File: src/rtl/in_pkt_fifo_if.sv
// Purpose: bundles the application-side byte port, the SIE-side byte port and
//          the SIE transaction controls of the IN packet FIFO.
// Latency: n/a (wiring only).
// Backpressure: app_in_ready_o throttles the application; in_ready_i throttles the SIE read.
// Ports (slave = FIFO side):
//   app_in_data_i/app_in_valid_i/app_in_ready_o  application byte handshake
//   app_flush_i                                  discard buffered bytes
//   in_empty_o/in_full_o/in_level_o              committed occupancy
//   in_data_o/in_valid_o                         byte towards the SIE
//   in_req_i/in_ready_i/in_data_ack_i/out_valid_i/out_ready_i  SIE transaction controls
interface in_pkt_fifo_if #(
  parameter int LEVEL_W = 5
);
  logic [7:0]         app_in_data_i;
  logic               app_in_valid_i;
  logic               app_in_ready_o;
  logic               app_flush_i;
  logic               in_empty_o;
  logic               in_full_o;
  logic [LEVEL_W-1:0] in_level_o;
  logic [7:0]         in_data_o;
  logic               in_valid_o;
  logic               in_req_i;
  logic               in_ready_i;
  logic               in_data_ack_i;
  logic               out_valid_i;
  logic               out_ready_i;

  modport slave (
    input  app_in_data_i, app_in_valid_i, app_flush_i,
    input  in_req_i, in_ready_i, in_data_ack_i, out_valid_i, out_ready_i,
    output app_in_ready_o, in_empty_o, in_full_o, in_level_o, in_data_o, in_valid_o
  );

  modport master (
    output app_in_data_i, app_in_valid_i, app_flush_i,
    output in_req_i, in_ready_i, in_data_ack_i, out_valid_i, out_ready_i,
    input  app_in_ready_o, in_empty_o, in_full_o, in_level_o, in_data_o, in_valid_o
  );
endinterface

File: src/rtl/in_pkt_fifo.sv
// Purpose: IN endpoint byte FIFO with speculative packet reads, commit on ACK and retransmit otherwise.
// Latency: a written byte is readable by the next transaction; in_valid_o follows the read pointer combinationally.
// Backpressure: app writes paced to one per BIT_SAMPLES cycles and stalled while full or flushing; SIE reads stall on in_ready_i.
// Ports: clk_i, rstn_i (async active-low), bus (in_pkt_fifo_if.slave, see interface header).
module in_pkt_fifo #(
  parameter int IN_MAXPACKETSIZE = 8,
  parameter int IN_BUFFER_SIZE   = 16,
  parameter int BIT_SAMPLES      = 4,
  parameter int ZLP_EN           = 1
) (
  input  logic         clk_i,
  input  logic         rstn_i,
  in_pkt_fifo_if.slave bus
);

  localparam int PTR_W  = (IN_BUFFER_SIZE > 1) ? $clog2(IN_BUFFER_SIZE) : 1;
  localparam int LVL_W  = $clog2(IN_BUFFER_SIZE + 1);
  localparam int SENT_W = $clog2(IN_MAXPACKETSIZE + 1);
  localparam int PACE_W = (BIT_SAMPLES > 1) ? $clog2(BIT_SAMPLES) : 1;

  localparam logic [PTR_W-1:0]  PTR_LAST  = PTR_W'(IN_BUFFER_SIZE - 1);
  localparam logic [LVL_W-1:0]  LVL_FULL  = LVL_W'(IN_BUFFER_SIZE);
  localparam logic [SENT_W-1:0] SENT_MAX  = SENT_W'(IN_MAXPACKETSIZE);
  localparam logic [PACE_W-1:0] PACE_LAST = PACE_W'(BIT_SAMPLES - 1);

  typedef enum logic [1:0] {IDLE, DATA, WAIT_ACK} state_t;

  state_t             state_q, state_d;
  logic [7:0]         buf_q [IN_BUFFER_SIZE];
  logic [PTR_W-1:0]   first_q, rd_q, last_q;
  logic [LVL_W-1:0]   level_q, level_d;
  logic [SENT_W-1:0]  sent_q;
  logic [PACE_W-1:0]  pace_q;
  logic               zlp_pend_q, flush_pend_q, req_q;

  logic req_rise, commit, start, flush_now, wr_en, app_rdy, in_vld, rd_adv, unsent;

  function automatic logic [PTR_W-1:0] ptr_inc(input logic [PTR_W-1:0] p);
    return (p == PTR_LAST) ? '0 : p + PTR_W'(1);
  endfunction

  assign req_rise = bus.in_req_i & ~req_q;
  assign commit   = (state_q == WAIT_ACK) & bus.out_ready_i & bus.in_data_ack_i;
  assign start    = (state_q != DATA) & (state_d == DATA);

  // A flush requested mid-transaction waits for the return to IDLE so that an
  // ACK arriving in the same cycle still commits before everything is dropped.
  assign flush_now = ((state_q == IDLE) & bus.app_flush_i) |
                     ((state_q != IDLE) & (state_d == IDLE) & (flush_pend_q | bus.app_flush_i));

  // rstn_i gating keeps ready low during reset even when the pacing counter
  // already sits at its terminal value (BIT_SAMPLES == 1).
  assign app_rdy = rstn_i & (level_q != LVL_FULL) & ~bus.app_flush_i & ~flush_now &
                   (pace_q == PACE_LAST);
  assign wr_en   = bus.app_in_valid_i & app_rdy;

  // Bytes written but not yet speculatively read. Same as rd_q != last_q,
  // except it also holds for a completely full buffer where the pointers meet.
  assign unsent  = (level_q != LVL_W'(sent_q));
  assign rd_adv  = in_vld & bus.in_ready_i;

  // ---------------- FSM: state register ----------------
  always_ff @(posedge clk_i or negedge rstn_i) begin
    if (!rstn_i) state_q <= IDLE;
    else         state_q <= state_d;
  end

  // ---------------- FSM: next state ----------------
  always_comb begin
    state_d = state_q;
    case (state_q)
      IDLE:     if (req_rise) state_d = DATA;
      DATA:     if (!bus.in_req_i) state_d = WAIT_ACK;
      WAIT_ACK: begin
        if (commit)                                state_d = IDLE;
        else if (req_rise)                         state_d = DATA;
        else if (bus.out_valid_i | bus.out_ready_i) state_d = IDLE;
      end
      default:  state_d = IDLE;
    endcase
  end

  // ---------------- FSM: outputs ----------------
  always_comb begin
    in_vld = 1'b0;
    if (state_q == DATA)
      in_vld = unsent & (sent_q < SENT_MAX) & ~zlp_pend_q;
  end

  always_comb begin
    level_d = level_q;
    if (wr_en)     level_d = level_d + LVL_W'(1);
    if (commit)    level_d = level_d - LVL_W'(sent_q);
    if (flush_now) level_d = '0;
  end

  // ---------------- datapath ----------------
  always_ff @(posedge clk_i or negedge rstn_i) begin
    if (!rstn_i) begin
      for (int i = 0; i < IN_BUFFER_SIZE; i++) buf_q[i] <= '0;
      first_q      <= '0;
      rd_q         <= '0;
      last_q       <= '0;
      level_q      <= '0;
      sent_q       <= '0;
      pace_q       <= '0;
      zlp_pend_q   <= 1'b0;
      flush_pend_q <= 1'b0;
      req_q        <= 1'b0;
    end else begin
      req_q   <= bus.in_req_i;
      level_q <= level_d;

      if (wr_en) begin
        buf_q[last_q] <= bus.app_in_data_i;
        last_q        <= ptr_inc(last_q);
        pace_q        <= '0;
      end else if (pace_q != PACE_LAST) begin
        pace_q <= pace_q + PACE_W'(1);
      end

      // Every transaction, including a retry, restarts from the committed pointer.
      if (start) begin
        rd_q   <= first_q;
        sent_q <= '0;
      end else if (rd_adv) begin
        rd_q   <= ptr_inc(rd_q);
        sent_q <= sent_q + SENT_W'(1);
      end

      if (commit) first_q <= rd_q;

      // A full-size packet that drains the buffer must be followed by a ZLP
      // so the host sees the end of the transfer.
      if ((ZLP_EN != 0) && commit) begin
        if ((sent_q == SENT_MAX) && (level_d == '0)) zlp_pend_q <= 1'b1;
        else if (sent_q == '0)                       zlp_pend_q <= 1'b0;
      end

      if (flush_now)                                    flush_pend_q <= 1'b0;
      else if (bus.app_flush_i && (state_q != IDLE))    flush_pend_q <= 1'b1;

      // Flush overrides commit and transaction start bookkeeping.
      if (flush_now) begin
        first_q    <= last_q;
        rd_q       <= last_q;
        zlp_pend_q <= 1'b0;
      end
    end
  end

  assign bus.app_in_ready_o = app_rdy;
  assign bus.in_empty_o     = (level_q == '0);
  assign bus.in_full_o      = (level_q == LVL_FULL);
  assign bus.in_level_o     = level_q;
  assign bus.in_valid_o     = in_vld;
  assign bus.in_data_o      = buf_q[rd_q];

endmodule

File: src/flat_wrapper.sv
// flat-port wrapper written by rule: the top's interface ports become plain ports
module in_pkt_fifo_flat 
#(
  parameter int IN_MAXPACKETSIZE = 8,
  parameter int IN_BUFFER_SIZE   = 16,
  parameter int BIT_SAMPLES      = 4,
  parameter int ZLP_EN           = 1
)
  (clk_i, rstn_i, bus_app_in_data_i, bus_app_in_valid_i, bus_app_flush_i, bus_in_req_i, bus_in_ready_i, bus_in_data_ack_i, bus_out_valid_i, bus_out_ready_i, bus_app_in_ready_o, bus_in_empty_o, bus_in_full_o, bus_in_level_o, bus_in_data_o, bus_in_valid_o);
  in_pkt_fifo_if #(.LEVEL_W(5)) bus_i ();
  input  logic clk_i;
  input  logic rstn_i;
  input wire logic [$bits(bus_i.app_in_data_i)-1:0] bus_app_in_data_i;
  input wire logic [$bits(bus_i.app_in_valid_i)-1:0] bus_app_in_valid_i;
  input wire logic [$bits(bus_i.app_flush_i)-1:0] bus_app_flush_i;
  input wire logic [$bits(bus_i.in_req_i)-1:0] bus_in_req_i;
  input wire logic [$bits(bus_i.in_ready_i)-1:0] bus_in_ready_i;
  input wire logic [$bits(bus_i.in_data_ack_i)-1:0] bus_in_data_ack_i;
  input wire logic [$bits(bus_i.out_valid_i)-1:0] bus_out_valid_i;
  input wire logic [$bits(bus_i.out_ready_i)-1:0] bus_out_ready_i;
  output wire logic [$bits(bus_i.app_in_ready_o)-1:0] bus_app_in_ready_o;
  output wire logic [$bits(bus_i.in_empty_o)-1:0] bus_in_empty_o;
  output wire logic [$bits(bus_i.in_full_o)-1:0] bus_in_full_o;
  output wire logic [$bits(bus_i.in_level_o)-1:0] bus_in_level_o;
  output wire logic [$bits(bus_i.in_data_o)-1:0] bus_in_data_o;
  output wire logic [$bits(bus_i.in_valid_o)-1:0] bus_in_valid_o;
  assign bus_i.app_in_data_i = bus_app_in_data_i;
  assign bus_i.app_in_valid_i = bus_app_in_valid_i;
  assign bus_i.app_flush_i = bus_app_flush_i;
  assign bus_i.in_req_i = bus_in_req_i;
  assign bus_i.in_ready_i = bus_in_ready_i;
  assign bus_i.in_data_ack_i = bus_in_data_ack_i;
  assign bus_i.out_valid_i = bus_out_valid_i;
  assign bus_i.out_ready_i = bus_out_ready_i;
  assign bus_app_in_ready_o = bus_i.app_in_ready_o;
  assign bus_in_empty_o = bus_i.in_empty_o;
  assign bus_in_full_o = bus_i.in_full_o;
  assign bus_in_level_o = bus_i.in_level_o;
  assign bus_in_data_o = bus_i.in_data_o;
  assign bus_in_valid_o = bus_i.in_valid_o;
  in_pkt_fifo #(.IN_MAXPACKETSIZE(IN_MAXPACKETSIZE), .IN_BUFFER_SIZE(IN_BUFFER_SIZE), .BIT_SAMPLES(BIT_SAMPLES), .ZLP_EN(ZLP_EN)) u_core (.clk_i(clk_i), .rstn_i(rstn_i), .bus(bus_i));
endmodule
File: config.mk
export PLATFORM = sky130hd
export DESIGN_NAME = in_pkt_fifo_flat
export DESIGN_NICKNAME = d
export VERILOG_FILES = /design/src/rtl/in_pkt_fifo_if.sv /design/src/rtl/in_pkt_fifo.sv /design/src/flat_wrapper.sv
export SDC_FILE = /design/constraint.sdc
export NUM_CORES = 1
export LEC_CHECK = 0
export ABC_CLOCK_PERIOD_IN_PS = 4300
export CORE_MARGIN = 2
export CORE_UTILIZATION = 50
export CTS_CLUSTER_SIZE = 14
export DETAILED_ROUTE_END_ITERATION = 10
export MAX_ROUTING_LAYER = met4
export PLACE_DENSITY = 0.68
export SYNTH_ARGS = -nofsm -noshare
export SYNTH_HDL_FRONTEND = slang
export SYNTH_SLANG_ARGS = --single-unit
export TNS_END_PERCENT = 20
File: constraint.sdc
create_clock -name clk_i -period 4.3 [get_ports clk_i]
set_input_delay 0.86 -clock clk_i [delete_from_list [all_inputs] [get_ports clk_i]]
set_output_delay 0.86 -clock clk_i [all_outputs]
set_load 0.01 [all_outputs]
Word level (Yosys, flattened, before mapping):

Index checks and enable logic that the tools add are counted.

* register bits: 156
* bits in latches: 0
* memory bits (writable): 0
* memory bits (read-only): 0
* bits of input ports: 17
* output and inout port bits: 17
* word-level logic and storage cells: 121
* memories: 0

* add/subtract/negate cells: 6
* $mul: 0
* div/mod/pow operators: 0
* magnitude comparators: 4
* equal/unequal tests: 12
* shift-type cells: 0
* mux-type cells: 33
* bitwise operators: 24
* reduce and logical (&&, ||, !) cells: 16

Operators by type and width (number)
* 128-bit bitwise mux: 1
* 4-bit 2-to-1 mux: 9
* 8-bit binary-select mux with 4-bit select: 1
* 8-bit demux with 4-bit select: 1
* 8-bit 2-to-1 mux: 3
* 1-bit bitwise AND: 15
* 5-bit 2-to-1 mux: 3
* 2-bit 2-to-1 mux: 7
* 4-bit by 1-bit adder with 4-bit output (second input constant): 3
* 4-bit == test (second input constant): 3
* 5-bit >= comparator (second input constant): 2
* 5-bit logical NOT: 2
* 4-bit NOT with 5-bit output: 2
* 2-bit nonzero test: 5
* 1-bit 2-to-1 mux: 7
* 2-bit one-hot mux with 3 select lines: 1
* 3-bit nonzero test: 2
* 5-bit by 1-bit adder with 5-bit output (second input constant): 1
* 5-bit == test (second input constant): 1
* 5-bit by 1-bit less-than comparator with 1-bit output (second input constant): 1
* 5-bit by 4-bit inequality test with 1-bit output: 1
* 5-bit inequality test (second input constant): 1
* 5-bit by 4-bit subtractor with 5-bit output: 1
* 2-bit by 1-bit == test with 1-bit output (second input constant): 2
* 11 further kinds: 20

Logic depth before layout (Yosys ltp):

Gate-level depths: netlist (run 1).

* word-level depth: 22
* mapped depth: 13
* gate-level depth less buffers: 13

Worst setup path after synthesis (run 1):

OpenSTA, ideal clock, no wires.

* path type: flip-flop to flip-flop
* start point: register u_core.level_q[0] (netlist: u_core.bus.in_level_o[0])
* end point: register u_core.zlp_pend_q
* library setup time: 110 ps
* arrival time: 3368 ps
* required time: 4190 ps
* setup slack: 822 ps
* cell stages (with the launch flop): 14
* path buffers: 0
* clock period less this slack: 3478 ps
* path through: dfrtp_1 inv_1 ha_1 nor4bb_1 nor4bb_1 o211ai_1 mux2i_1 inv_1 ha_1 nand2_1 o21ai_0 xnor2_1 a211oi_1 o41ai_1

* longest elaborated chain between the ends: 15
* elaborated cells on any way between the ends: 18
* those cells by class: add/sub: 2; eq/ne: 1; mux: 6; bitwise: 5; reduce/logical: 4

RTL lines
* start: declaration: line in_pkt_fifo.sv:31 `logic [LVL_W-1:0] level_q, level_d;`
* start signal: assignment: line in_pkt_fifo.sv:112 `level_q <= level_d;`
* 5-bit inequality test: line in_pkt_fifo.sv:53 `assign app_rdy = rstn_i & (level_q != LVL_FULL) & ~bus.app_flush_i & ~flush_now &`
* 1-bit bitwise AND (4 in series): line in_pkt_fifo.sv:53
* 1-bit bitwise AND: line in_pkt_fifo.sv:55 `assign wr_en = bus.app_in_valid_i & app_rdy;`
* 5-bit 2-to-1 mux *: line in_pkt_fifo.sv:92 `if (wr_en) level_d = level_d + LVL_W'(1);`
* 5-bit by 4-bit subtractor with 5-bit output: line in_pkt_fifo.sv:93 `if (commit) level_d = level_d - LVL_W'(sent_q);`
* 5-bit 2-to-1 mux *: line in_pkt_fifo.sv:93
* 5-bit 2-to-1 mux *: line in_pkt_fifo.sv:94 `if (flush_now) level_d = '0;`
* net u_core.level_d[3]: line in_pkt_fifo.sv:31
* 5-bit logical NOT *: line in_pkt_fifo.sv:136 `if ((sent_q == SENT_MAX) && (level_d == '0)) zlp_pend_q <= 1'b1;`
* 1-bit logical AND *: line in_pkt_fifo.sv:136
* 1-bit 2-to-1 mux: line in_pkt_fifo.sv:136
* 1-bit 2-to-1 mux: line in_pkt_fifo.sv:135 `if ((ZLP_EN != 0) && commit) begin`
* 1-bit 2-to-1 mux: line in_pkt_fifo.sv:144 `if (flush_now) begin`
* end signal: assignment: line in_pkt_fifo.sv:136
* end signal: assignment: line in_pkt_fifo.sv:137 `else if (sent_q == '0) zlp_pend_q <= 1'b0;`
* end signal: assignment: line in_pkt_fifo.sv:147 `zlp_pend_q <= 1'b0;`
* end: declaration: line in_pkt_fifo.sv:34 `logic zlp_pend_q, flush_pend_q, req_q;`

The timed path passes the listed nets; every way through them passes the cells marked *. The select of a mux whose other input is x is not followed.
A chain may end at the register's enable or synchronous reset.

Final worst setup path (run 1):

* start point: register u_core.level_q[0] (netlist: u_core.bus.in_level_o[0])
* end point: output port bus_app_in_ready_o

* longest elaborated chain between the ends: 5

RTL lines
* 5-bit inequality test: line in_pkt_fifo.sv:53
* 1-bit bitwise AND (4 in series): line in_pkt_fifo.sv:53
* end: declaration: line flat_wrapper.sv:21 `output wire logic [$bits(bus_i.app_in_ready_o)-1:0] bus_app_in_ready_o;`

No other way between the ends.

==> results of run 1 <==
cell type report:
| cell class | instances | area, um^2 |
|---|---|---|
| multi-input combinational | 349 | 3700 |
| sequential | 156 | 3910 |
| inverter | 17 | 63.8 |
| antenna | 1 | 2.50 |
| timing repair buffer | 45 | 447 |
| fill | 1199 | 6270 |
| clock buffer | 19 | 443 |
| tap | 188 | 235 |
| clock inverter | 13 | 140 |
state kept, by name, summed over array words and instances, names as in the netlist:
signal / cells
u_core.req_q: 1
u_core.pace_q: 2
u_core.flush_pend_q: 1
u_core.buf_q: 128
u_core.bus.in_level_o: 5
u_core.state_q: 2
u_core.first_q: 4
u_core.sent_q: 4
u_core.rd_q: 4
u_core.zlp_pend_q: 1
u_core.last_q: 4
where the power goes:
group / switching [mW] / total (mW) / internal (mW)
registers: 0.158 / 1.79 / 1.63
logic: 0.529 / 1.05 / 0.524
clock network: 0.606 / 1.48 / 0.872
total: 1.29 / 4.32 / 3.02
layout by cell type (no fill, tap or decap), types with 10 or more instances in the layout:
master / netlist / final
buf_4: 0 / 10
inv_1: 17 / 17
ha_1: 14 / 14
mux2_2: 80 / 80
mux2_1: 50 / 50
clkbuf_16: 0 / 17
nor2_1: 16 / 16
a21oi_1: 11 / 11
mux4_2: 40 / 40
xnor2_1: 11 / 11
nand2_1: 27 / 27
clkdlybuf4s50_1: 0 / 32
nand3_1: 10 / 10
dfrtp_1: 156 / 155
logic make-up after synthesis:
kind of cell             share of synthesized area
multiplexers                                 0.307
flip-flops                                   0.502
AND/OR/NAND/NOR                             0.0836
AO/OA/AOI/OAI                               0.0444
buffers and inverters                       0.0217
adder cells (fa/ha/maj)                     0.0251
XOR/XNOR                                    0.0158
how the worst min path moves through the flow:
stage	startpoint	to	cells past startpoint
2_1_floorplan	u_core.buf_q[105]	u_core.buf_q[105]	1
3_3_place_gp	u_core.buf_q[111]	u_core.buf_q[111]	1
3_5_place_dp	u_core.buf_q[111]	u_core.buf_q[111]	1
4_1_cts	rstn_i	u_core.sent_q[0]	1
5_1_grt	rstn_i	u_core.sent_q[0]	1
6_report	rstn_i	u_core.sent_q[0]	1
metrics by stage:
| stage | std cells | power (mW) | setup slack (ns) | hold slack (ns) | utilization |
|---|---|---|---|---|---|
| 2_1_floorplan | 549 | 2.50 | 0.822 | 0.452 | - |
| 3_3_place_gp | 755 | 2.84 | 0.367 | 0.465 | 0.549 |
| 3_5_place_dp | 755 | 2.86 | 0.224 | 0.475 | 0.549 |
| 4_1_cts | 787 | 4.35 | 0.398 | 0.228 | 0.587 |
| 5_1_grt | 788 | 4.53 | 0.176 | 0.230 | 0.588 |
| 6_report | 788 | 4.32 | 0.347 | 0.244 | 0.588 |
routing by layer:
metal / vias up / share of wire / track usage / wire [um]
met2: 104 / 0.49 / 0.369 / 8730
met5: - / 0 / - / 0
li1: 2139 / - / - / -
met3: 16 / 0.039 / 0.0524 / 705
met1: 2591 / 0.46 / 0.331 / 8270
met4: 0 / 0.0082 / 0.0550 / 146
==> results by group, run 1 <==
Clock network
  – Number of post-CTS setup repair buffers: 0
  – Max clock buf depth: 2
  – Clk_lat worst skew: ~0.43 ns
  – CTS tree: built
  – CTS resizes: 0
  – Reg clk slew, reported paths: about 0.060 ns
  – Clock Tree Root: clkbuf_16
  – Htree depth: 4
  – CTS Sinks: between 150 and 200
  – CTS Hold Buffers Added: 0
  – CTS Buf Count: 17

Yosys
  – Synth Instances: 549
  – Synth Register Bits: approximately 160
  – Synth unique cells: between 50 and 60
  – Syn Std Cell Area: just under 8000 um^2
  – Synth area leader: dfrtp_1
  – Yosys warnings: 0
  – Ys async rst share: 1.00
  – Main synth FF type: dfrtp_1
  – Count leader, synth: dfrtp_1
  – Share of the synthesized area in the top cell type: 0.502
  – Syn nets: just under 600
  – Post-synth EDFFs: 0
  – Post-synthesis sequential area ratio: 0.502
  – Syn_area_per_cell: 14.2 um^2
  – Top cells by count, synth: dfrtp_1, mux2_2, mux2_1
  – Largest cells by area after synthesis: dfrtp_1, mux2_2, mux4_2, mux2_1, ha_1

Timing
  – Fin Clk Skew: about 0.008 ns
  – Setup TNS: 0 ns
  – Final setup fails: 0
  – Tightest Pin Transition: just under 1 ns
  – Min cycle time layout: ~4.0 ns
  – Slew headroom: 0.339
  – RSZ-0062 raised after global routing: no
  – Final Hold Fails: 0
  – Crit share post-route: 0.919
  – Slew Limit Fails: 0
  – Achievable Freq: about 250 MHz

Die
  – CORE AREA: between 15000 and 20000 um^2
  – I/O pins: 34
  – Chip Width: 129 um
  – Starting Density: 0.511
  – Row count: 45
  – Die area: roughly 17000 um^2
  – Die H: approximately 130 um

Detailed routing
  – Number of remaining DRC errors: 0
  – DRT antenna net count: 0
  – Initial DRT Pass Iterations: 6
  – Via count: 4850
  – Total length of routed wires: around 18000 um
  – WL per Instance: ~23 um
  – Via/cell ratio: between 6 and 7
  – Initial drt markers: around 420

Global routing
  – GRT overflow: 0
  – Initial antenna violation count: 1
  – Vias in the first global route: approximately 4900
  – Largest net degree at the start of global routing: between 150 and 200
  – GR Util All Layers: 0.240
  – First-pass GRT wire length: approximately 28000 um

Power
  – Peak VDD IR: between 200 and 300 uV
  – Leak: between 4 and 5 nW
  – Pwr dens: 483 nW/um^2

Hold path
  – Class of the worst hold path: primary input to async pin

Placement
  – Detail Placement HPWL: 11600 um
  – Gpl congestion: ~0.86
  – Placement Cell Area: around 8300 um^2
  – Buffers on Ports: 33

Worst setup path
  – Slowest stage delay, CP: between 0.8 and 0.9 ns
  – R2R Setup Slk: between 0.5 and 0.6 ns
  – CP max-delay cell: nor4bb_1
  – Cell Chain, Critical Path: inv_1, ha_1, nor4bb_1, nand4bb_1, a21oi_1, buf_4, clkdlybuf4s50_1
  – Worst setup startpoint: u_core.bus.in_level_o[0]
  – R2R cell count: 13
  – Crit path to: bus_app_in_ready_o
  – Worst Setup End Kind: output pin
  – Worst Setup Start Kind: flip-flop
  – WP data required: 3.44 ns
  – Crit path buf inv count: 3
  – Critical R2R Launch: u_core.bus.in_level_o[0]
  – WS Path Type: flip-flop to output pin
  – CP Depth: 7
  – Reg2Reg Capture Point: u_core.zlp_pend_q
  – Max Fanout on Critical Path: 6
  – Cell family contributing the most delay on the critical path: simple AND/OR/NAND/NOR gates
  – WP data arrival: 3.09 ns

Layout
  – Share of cells above drive strength 1: 0.307
  – Syn-to-layout area delta: 15.0%
  – Design area: just under 9000 um^2
  – Total Nets Final: between 600 and 700

Run
  – Max_cap viols: 0

Run status
  – Status: finished, final reports clean
Power figures use the tool's default switching activity.
==> run 2: changes to the inputs <==
--- a/config.mk
+++ b/config.mk
@@ -6,7 +6,6 @@
 export NUM_CORES = 1
 export LEC_CHECK = 0
 export ABC_CLOCK_PERIOD_IN_PS = 4300
-export CORE_MARGIN = 2
 export CORE_UTILIZATION = 50
 export CTS_CLUSTER_SIZE = 14
 export DETAILED_ROUTE_END_ITERATION = 10
==> run 2 against run 1 <==
Against the previous run: via count shrank 2.4%; final cell count shrank 0.25%; critical path depth shrank 1; total power grew 1.7%; global-route usage grew 1.1 points; register-to-register slack gained 0.03 ns; design area is essentially flat; sequential power is essentially flat; maximum frequency grew 3.1%; combinational power is essentially flat; worst setup slack gained 0.12 ns; first-iteration DRC count shrank 41%; critical path type is now primary input to output pin.
==> results by group, run 2 (same netlist as run 1, synthesis figures left out) <==
Timing
  – Setup TNS: 0 ns (unchanged)
  – Tightest Pin Transition: 0.973 ns (-0.00465 ns)
  – Final Hold Fails: 0 (unchanged)
  – RSZ-0062 raised after global routing: no
  – Slew Limit Fails: 0 (unchanged)
  – Fin Clk Skew: 0.0108 ns (+0.00297 ns)
  – Slew headroom: 0.347 (+0.00759)
  – Final setup fails: 0 (unchanged)
  – Achievable Freq: 261 MHz (+3.1%)
  – Crit share post-route: 0.892 (-0.0276)
  – WHS: 0.486 ns (+0.243 ns)
  – Min cycle time layout: 3.83 ns (-0.118 ns)

Placement
  – Buffers on Ports: 33 (unchanged)
  – DP Cell Count: 754 (-0.13%)
  – Detail Placement HPWL: 11500 um (-0.52%)
  – Gpl congestion: 0.847 (-1.2%)
  – Placement Cell Area: 8330 um^2 (-0.24%)

Die
  – Starting Density: 0.511 (unchanged)
  – Die H: 127 um (-1.6%)
  – CORE AREA: 15200 um^2 (unchanged)
  – Chip Width: 127 um (-1.6%)
  – Row count: 45 (unchanged)
  – Die area: 16000 um^2 (-3.1%)
  – I/O pins: 34 (unchanged)

Clock network
  – Max clock buf depth: 2 (unchanged)
  – CTS Hold Buffers Added: 0 (unchanged)
  – CTS Buf Count: 17 (unchanged)
  – CTS tree: built
  – CTS resizes: 0 (unchanged)
  – Number of post-CTS setup repair buffers: 0 (unchanged)
  – Reg clk slew, reported paths: 0.06 ns (about the same)
  – Clk_lat worst skew: 0.42 ns (about the same)
  – Htree depth: 4 (unchanged)
  – Clock Tree Root: clkbuf_16
  – CTS Sinks: 156 (unchanged)

Detailed routing
  – Initial DRT Pass Iterations: 4 (-2)
  – Via count: 4733 (-2.4%)
  – Number of remaining DRC errors: 0 (unchanged)
  – Initial drt markers: 250 (-41%)
  – Via/cell ratio: 6.02 (-2.2%)
  – DRT antenna net count: 0 (unchanged)
  – Total length of routed wires: 17600 um (-1.5%)
  – WL per Instance: 22.4 um (-1.2%)

Layout
  – Reg with most FFs: u_core.buf_q
  – Syn-to-layout area delta: 15.1% (about the same)
  – Number of diodes: 0 (-1)
  – Design area: 8940 um^2 (about the same)
  – Seq. cell area: 3910 um^2 (unchanged)
  – Max FFs per register: 128 (unchanged)
  – Share of cells above drive strength 1: 0.304 (-0.00283)
  – Commonest non-fill, non-tap cells in the layout: dfrtp_1, mux2_2, mux2_1
  – Total Nets Final: 617 (-0.16%)
  – Area of the multi-input gates: 3700 um^2 (unchanged)
  – Fillers: 1197 (-0.17%)
  – Commonest non-fill, non-tap cell in the layout: dfrtp_1
  – Post-Layout Cell Count: 786 (-0.25%)

Worst setup path
  – WS Path Type: primary input to output pin
  – Max Fanout on Critical Path: 6 (unchanged)
  – WP data arrival: 2.97 ns (-0.12 ns)
  – Worst Setup Start Kind: primary input
  – Worst Setup End Kind: output pin
  – WP data required: 3.44 ns (about the same)

Global routing
  – First-pass GRT wire length: 28900 um (+1.7%)
  – GR Util All Layers: 0.251 (+0.0107)
  – GRT overflow: 0 (unchanged)
  – Largest net degree at the start of global routing: 70 (-54%)
  – Initial antenna violation count: 0 (-1)
  – Vias in the first global route: 5017 (+1.8%)

Run status
  – Status: finished, final reports clean

Hold path
  – Class of the worst hold path: primary input to async pin

Run
  – Max_cap viols: 0 (unchanged)

Power
  – Leak: 4.12 nW (+0.23%)
  – Pwr dens: 491 nW/um^2 (+1.7%)
  – Peak VDD IR: 360 uV (+41%)
-- run 2: final timing paths --
path	cells past startpoint	to	slack, ns	startpoint
setup / recovery	6	bus_app_in_ready_o	0.47	bus_out_ready_i
hold / removal	2	u_core.bus.in_level_o[0]	0.49	rstn_i
setup reg to reg	13	u_core.zlp_pend_q	0.56	u_core.bus.in_level_o[0]
hold reg to reg	1	u_core.buf_q[76]	0.49	u_core.buf_q[76]
max in group asynchronous	3	u_core.buf_q[44]	2.51	rstn_i
min in group clk_i	1	u_core.buf_q[76]	0.49	u_core.buf_q[76]
-- run 2: cell type report --
class | instances | area share
clock buffers | 22 | 0.0530
clock inverters | 10 | 0.0154
well taps | 188 | 0.0263
inverters | 17 | 0.00714
repair buffers | 44 | 0.0477
multi-input cells | 349 | 0.414
flip-flops and latches | 156 | 0.437
-- run 2: where the power goes --
group	total [mW]	leakage [nW]	internal (mW)	switching (mW)
sequential	1.80	2.14	1.63	0.174
combinational	1.04	1.68	0.526	0.516
clock	1.55	0.296	0.959	0.588
-- run 2: stage by stage --
| step | util | total power, mW | setup slack, ns |
|---|---|---|---|
| floorplan | - | 2.50 | 0.822 |
| global placement | 0.548 | 2.84 | 0.352 |
| detailed placement | 0.548 | 2.87 | 0.161 |
| CTS | 0.588 | 4.43 | 0.459 |
| global route | 0.588 | 4.61 | 0.197 |
| finish | 0.588 | 4.39 | 0.465 |
-- run 2: worst max-delay path: stages --
cell	delay (ns)
clkdlybuf4s50_1	0.50
or2_1	0.29
a221o_1	0.41
a21oi_1	0.21
buf_4	0.17
clkdlybuf4s50_1	0.53
-- run 2: metal layers --
layer  part of all wire  wire (um)  global-route usage  up-vias
li1                   -          -                   -     2120
met1               0.48       8450               0.344     2525
met2               0.48       8390               0.385       69
met3              0.030        531              0.0493       19
met4              0.012        218              0.0679        0
met5                  0          0                   -        -
